### src/rtl/pipe_ctrl.sv
// rtl/pipe_ctrl.sv - pipeline stall/bubble/flush controller with stall watchdog
// Optional perf counters enabled by defining PIPE_CTRL_PERF_EN.
module pipe_ctrl #(
    parameter int STAGES    = 6,
    parameter int AW        = 32,
    parameter int FLUSH_CYC = 1,
    parameter int TIMEOUT   = 1024,
    parameter int CNT_W     = 32
) (
    input  logic              clk,
    input  logic              rst,
    input  logic [STAGES-1:0] stall_req,
    input  logic              flush_req,
    input  logic [AW-1:0]     flush_pc,
    output logic [STAGES-1:0] stall,
    output logic [STAGES-1:0] bubble,
    output logic              flush,
    output logic [AW-1:0]     new_pc,
    output logic              stall_timeout,
    output logic [CNT_W-1:0]  stall_cycles,
    output logic [CNT_W-1:0]  flush_count
);

    localparam int FCW = (FLUSH_CYC > 1) ? $clog2(FLUSH_CYC) : 1;
    localparam int RW  = $clog2(TIMEOUT);
    localparam logic [FCW-1:0] FC_LOAD = FCW'(FLUSH_CYC - 1);
    localparam logic [RW-1:0]  RUN_MAX = RW'(TIMEOUT - 1);

    typedef enum logic {IDLE, FLUSH} state_t;

    state_t          state_q, state_d;
    logic [FCW-1:0]  fcnt_q, fcnt_d;
    logic [AW-1:0]   pc_q, pc_d;
    logic [RW-1:0]   run_q, run_d;
    logic            to_q, to_d;
    logic            acc;

    always_ff @(posedge clk) begin
        if (rst) state_q <= IDLE;
        else     state_q <= state_d;
    end

    always_comb begin
        state_d = state_q;
        case (state_q)
            IDLE:    if (flush_req) state_d = FLUSH;
            FLUSH:   if (fcnt_q == '0) state_d = IDLE;
            default: state_d = IDLE;
        endcase
    end

    // A stall at stage k must freeze every earlier register as well.
    always_comb begin
        flush  = (state_q == FLUSH);
        stall  = '0;
        bubble = '0;
        acc    = 1'b0;
        if (!rst && state_q == IDLE) begin
            for (int i = STAGES - 1; i >= 0; i--) begin
                acc      = acc | stall_req[i];
                stall[i] = acc;
            end
        end
        for (int i = 1; i < STAGES; i++) begin
            bubble[i] = stall[i-1] & ~stall[i];
        end
    end

    always_comb begin
        pc_d   = pc_q;
        fcnt_d = fcnt_q;
        run_d  = run_q;
        to_d   = to_q;
        if (state_q == FLUSH) begin
            run_d = '0;
            if (fcnt_q != '0) fcnt_d = fcnt_q - 1'b1;
        end else begin
            if (|stall_req) begin
                if (run_q == RUN_MAX) to_d  = 1'b1;
                else                  run_d = run_q + 1'b1;
            end else begin
                run_d = '0;
            end
            if (flush_req) begin
                pc_d   = flush_pc;
                fcnt_d = FC_LOAD;
                run_d  = '0;
            end
        end
    end

    always_ff @(posedge clk) begin
        if (rst) begin
            pc_q   <= '0;
            fcnt_q <= '0;
            run_q  <= '0;
            to_q   <= 1'b0;
        end else begin
            pc_q   <= pc_d;
            fcnt_q <= fcnt_d;
            run_q  <= run_d;
            to_q   <= to_d;
        end
    end

    assign new_pc        = pc_q;
    assign stall_timeout = to_q;

`ifdef PIPE_CTRL_PERF_EN
    logic [CNT_W-1:0] sc_q, sc_d, fc_q, fc_d;

    always_comb begin
        sc_d = sc_q;
        fc_d = fc_q;
        if (stall[0] && sc_q != '1) sc_d = sc_q + 1'b1;
        if (state_q == IDLE && flush_req && fc_q != '1) fc_d = fc_q + 1'b1;
    end

    always_ff @(posedge clk) begin
        if (rst) begin
            sc_q <= '0;
            fc_q <= '0;
        end else begin
            sc_q <= sc_d;
            fc_q <= fc_d;
        end
    end

    assign stall_cycles = sc_q;
    assign flush_count  = fc_q;
`else
    assign stall_cycles = '0;
    assign flush_count  = '0;
`endif

endmodule

### config.mk
export PLATFORM = sky130hd
export DESIGN_NAME = pipe_ctrl
export DESIGN_NICKNAME = d
export VERILOG_FILES = /design/src/rtl/pipe_ctrl.sv
export SDC_FILE = /design/constraint.sdc
export NUM_CORES = 1
export LEC_CHECK = 0
export BUFFER_PORTS_ARGS = -buffer_cell sky130_fd_sc_hd__buf_2
export CAP_MARGIN = 20
export CORE_MARGIN = 5
export CORE_UTILIZATION = 42
export CTS_CLUSTER_SIZE = 28
export DETAILED_ROUTE_END_ITERATION = 12
export PLACE_DENSITY = 0.8
export SLEW_MARGIN = 5
export SYNTH_ARGS = -nofsm -noshare
export SYNTH_HDL_FRONTEND = slang
export SYNTH_SLANG_ARGS = --single-unit
### constraint.sdc
create_clock -name clk -period 1.9 [get_ports clk]
set_input_delay 0.38 -clock clk [delete_from_list [all_inputs] [get_ports clk]]
set_output_delay 0.38 -clock clk [all_outputs]
set_load 0.05 [all_outputs]
=== Word level (Yosys, flattened, before mapping) ===
Cells that the tools add are included.

* Register bits after elaboration: 45
* Word-level logic and storage cells: 39
* Output and inout bits: 110
* Bits of input ports: 41

* Multiplexer cells: 7
* Equality and inequality tests: 1
* Reductions and logical operators: 7
* Bitwise operators: 17
* Add/sub/neg operators: 2

{| class="wikitable"
|+ Operators with widths
! kind !! number
|-
| $add 10x1->10 const B || 1
|-
| $eq 10x10->1 const B || 1
|-
| $not 1->1 || 7
|-
| $mux 6 || 1
|-
| $reduce_or 6->1 || 1
|-
| $and 1x1->1 || 5
|-
| $mux 1 || 5
|-
| $or 1x1->1 || 5
|-
| $reduce_or 4->1 || 1
|-
| $reduce_and 3->1 || 1
|-
| $pmux 1 s2 || 1
|-
| $reduce_and 2->1 || 1
|-
| $reduce_bool 2->1 || 1
|-
| $logic_and 1x1->1 || 1
|-
| $logic_not 1->1 || 1
|-
| $sub 1x1->1 const B || 1
|}

=== Depth between registers and ports, before layout ===
* Depth in word-level cells: 8
* Gate-level depth with buffers: 5
* Mapped depth without buffers: 4

=== Least setup slack after synthesis ===
OpenSTA, ideal clock, no wires.

* Kind: reg-to-output
* Start point: register state_q, in the netlist flush
* End point: output bubble[2]
* Path slack: -1.053 ns
* Data arrival time: 2.573 ns
* Data required time: 1.520 ns
* Path buffers: 0
* Stages on the path, launching flop included: 4
* Path through: dfxtp_1 nor2_1 nand2_1 nor4b_1

* Cells in the longest elaborated chain, start to end: 5

{| class="wikitable"
|+ RTL lines
! item !! RTL line !! text
|-
| from (decl) || 31 || <nowiki>state_t state_q, state_d;</nowiki>
|-
| from (signal assigned) || 40 || <nowiki>else state_q <= state_d;</nowiki>
|-
| $not 1->1 (no source line) (*) || -- ||
|-
| $logic_and 1x1->1 (*) || 58 || <nowiki>if (!rst && state_q == IDLE) begin</nowiki>
|-
| $mux 6 (*) || 58 ||
|-
| $not 1->1 || 65 || <nowiki>bubble[i] = stall[i-1] & ~stall[i];</nowiki>
|-
| $and 1x1->1 (*) || 65 ||
|-
| to (decl) || 16 || <nowiki>output logic [STAGES-1:0] bubble,</nowiki>
|}

Every way passes the cells marked *; elsewhere a longest branch is shown, timed or not.

=== Worst setup path after layout ===
* Start point: input stall_req[2]
* End point: output bubble[1]

* Cells in the longest elaborated chain, start to end: 5
* Elaborated cells between the ends (all ways): 6
* Classes of those cells: mux (1); bitwise (5)

{| class="wikitable"
|+ RTL lines
! item !! RTL line !! text
|-
| from (decl) || 12 || <nowiki>input logic [STAGES-1:0] stall_req,</nowiki>
|-
| $or 1x1->1 (*) (2 in series) || 60 || <nowiki>acc = acc | stall_req[i];</nowiki>
|-
| $or 1x1->1 / $mux 6 (equally long branches) || 60, 58 ||
|-
| $mux 6 (*) || 58 ||
|-
| $and 1x1->1 (*) || 65 ||
|}

Marked as above.

==> impl_metrics.yaml <==
cts:
  clockRootBuffer: "clkbuf_8"
  clockBufferDepth: 2
  numCtsBuffers: 5
  htree_levels: 2
  clock-sinks: 44
  cts_hold_buf: 0
  clock_latency_ps: 300
  clk_pin_slew_ps: 90
  cts_tree: "done"
floorplanning:
  start_util: 0.427
  die_w_um: 84.3
  core_sq_mm: 0.00544
  rows: 27
  ios: 151
  die_h_um: 84.3
  die_area_sq_mm: 0.00711
synthesis:
  postSynthCellCount: 293
  synth_top_area_cell: "dfxtp_1"
  synth-seq-area-share: 0.380
  synth_top_area_frac: 0.380
  synth-seq-cells: 44
  ys_warn_count: 0
  ys.flop_type: "dfxtp_1"
  ys_top_cells_by_area: "dfxtp_1, buf_4, nand2_1, a21oi_1, clkbuf_1"
  synth_edf_count: 0
  avgSynthCellArea_sq_um: 7.92
  ys_types: 42
  synthArstFlopShare: 0
  syn-cell-area_sq_mm: 0.00232
worst_setup_path:
  crit_path_start_kind: "input port"
  crit_chain: "buf_6, or4_4, nor2_4, and3_4, buf_8"
  rr_worst_depth: 4
  crit_buf_inv: 2
  path_depth: 5
  crit_path_top_delay_cell: "or4_4"
  arrival_ps: 1510
  worstPathMaxFanout: 4
  end_kind: "primary output"
  critPathKind: "in2out"
  max_stage_delay_ps: 580
  crit_family: "simple AND/OR/NAND/NOR gates"
  crit_required_ps: 1520
grt:
  grt-ovfl-total: 0
  grtUsageTotal: 0.142
  grt_first_pass_wirelength_um: 8360
  grt_pass1_vias: 1876
  grt_max_degree: 34
  grt_antenna_before_repair: 0
drt:
  wl_per_cell_um: 12.0
  remaining_drc_errors: 0
  antenna_left: 0
  num_vias: 2057
  drt_iter0_drc: 62
  routed_wl_um: 5480
  drtPass1Iterations: 4
  routed_via_density: 4.50
timing:
  setup_slack_ps: 12.8
  min_period_ps: 1890
  setup_viol: 0
  max_clock_freq_ghz: 0.530
  rsz0062_at_grt: "true"
  slew_violations: 0
  hold_viol_final: 0
  holdWs_ps: 309
  fin_crit_sh: 0.993
  skew_ps: 7.32
layout:
  fillers: 540
  drive_gt1_frac: 0.322
  finalNetCount: 426
  area_growth_syn_to_layout_pct: 24.9
  diodes: 0
  final_cell_mix: "buf_2, nand2_1, conb_1"
  final_common_cell: "buf_2"
pwr:
  intPower_mw: 1.75
  total_power_mw: 2.69
  p_leak_nw: 1.39
  switching_share: 0.348
  clkPwrFrac: 0.363
  seq_power_share: 0.366
  ir_drop_uv: 759
  p_switching_mw: 0.937
  powerDensity_mw_per_mm2: 929
  comb_power_share: 0.271
status:
  status: "completed"
flow_run:
  maxCapViolCount: 0
placed_design:
  place_ws_ps: -151
  port_buffers: 85
  dp_hpwl_um: 4170
  globalplace.congestion: 0.843
hold_path:
  whs_path_depth: 3
  min-delay-path-class: "in2reg"
==> worst paths after layout <==
check | startpoint | end | slack, ps
worst max register to register | run_q[0] | run_q[3] | 370
worst min-delay path | flush_pc[14] | new_pc[14] | 310
worst max-delay path | stall_req[2] | bubble[1] | 10
worst min register to register | new_pc[23] | new_pc[23] | 450
==> repair_timing <==
action | in CTS | in global routing
gates cloned | 0 | 0
setup endpoints to repair | 3 | 3
pin swaps | 0 | 4
hold endpoints to repair | 0 | 0
setup buffers | 0 | 1
resized for setup | 7 | 7
==> cell type report <==
cell class | instances | area, sq um | area share
inverters | 3 | 11.3 | 0.00389
clock buffers | 5 | 68.8 | 0.0238
flip-flops and latches | 44 | 881 | 0.304
well taps | 72 | 90.1 | 0.0311
clock inverters | 3 | 90.1 | 0.0311
repair buffers | 99 | 574 | 0.198
multi-input cells | 231 | 1180 | 0.408
==> power groups by stage <==
stage / logic, mW / registers (mW) / clock network, mW
2_1_floorplan: 0.535 / 1.15 / 0
3_3_place_gp: 0.712 / 1.00 / 0
3_5_place_dp: 0.718 / 1.01 / 0
4_1_cts: 0.722 / 0.985 / 1.00
5_1_grt: 0.770 / 0.989 / 1.05
6_report: 0.730 / 0.984 / 0.978
==> routing by layer <==
layer / wire [um] / global-route usage
met5: 0 / 0
met4: 87 / 0.0497
met3: 493 / 0.0520
met2: 2800 / 0.260
met1: 2100 / 0.149
==> registers in the layout, indices dropped and copies added (netlist names) <==
signal	count
stall_timeout	1
flush	1
run_q	10
new_pc	32
==> synth_stat cells, types with 2 or more instances <==
| cell type | count |
|---|---|
| nor3_1 | 4 |
| a21oi_1 | 36 |
| clkbuf_1 | 12 |
| nand2b_1 | 2 |
| a31oi_1 | 3 |
| inv_1 | 3 |
| o31ai_1 | 2 |
| and3_1 | 5 |
| nor2_1 | 6 |
| nand3_1 | 3 |
| and4_1 | 2 |
| and2_1 | 2 |
| and2_2 | 2 |
| nand2_1 | 69 |
| nor4_1 | 3 |
| nor3_2 | 2 |
| or4_1 | 2 |
| o211ai_1 | 2 |
| buf_4 | 65 |
| dfxtp_1 | 44 |
| nand4_1 | 2 |
| a211oi_2 | 2 |
==> per-stage QoR <==
step	TNS (ps)	utilization	instances	area [sq um]
after global routing	-11.3	0.533	457	2900
after floorplan	-494	-	357	2590
final	0	0.533	457	2900
after detailed placement	-265	0.491	448	2670
after global placement	-224	0.491	448	2670
after CTS	0	0.525	456	2850
==> worst register-to-register path: cells and delay by family, from the launching register on <==
family | cells | cell delay (ps)
AOI/OAI and AO/OA | 1 | 440
and+or+nand+nor | 1 | 240
muxes | 1 | 120
DFF | 1 | 400
adders and majority gates | 1 | 230
==> cells by family (layout without fill, tap and decap cells) <==
group           after synthesis  after routing  share of synthesized area
simple gates                108            108                      0.216
other cells                   1             65                    0.00162
compound gates               56             56                      0.152
mux                           1              1                    0.00432
fa+ha+maj                     1              1                    0.00539
buf+inv                      82            110                      0.242
flops                        44             44                      0.380
Power figures use the tool's default switching activity.
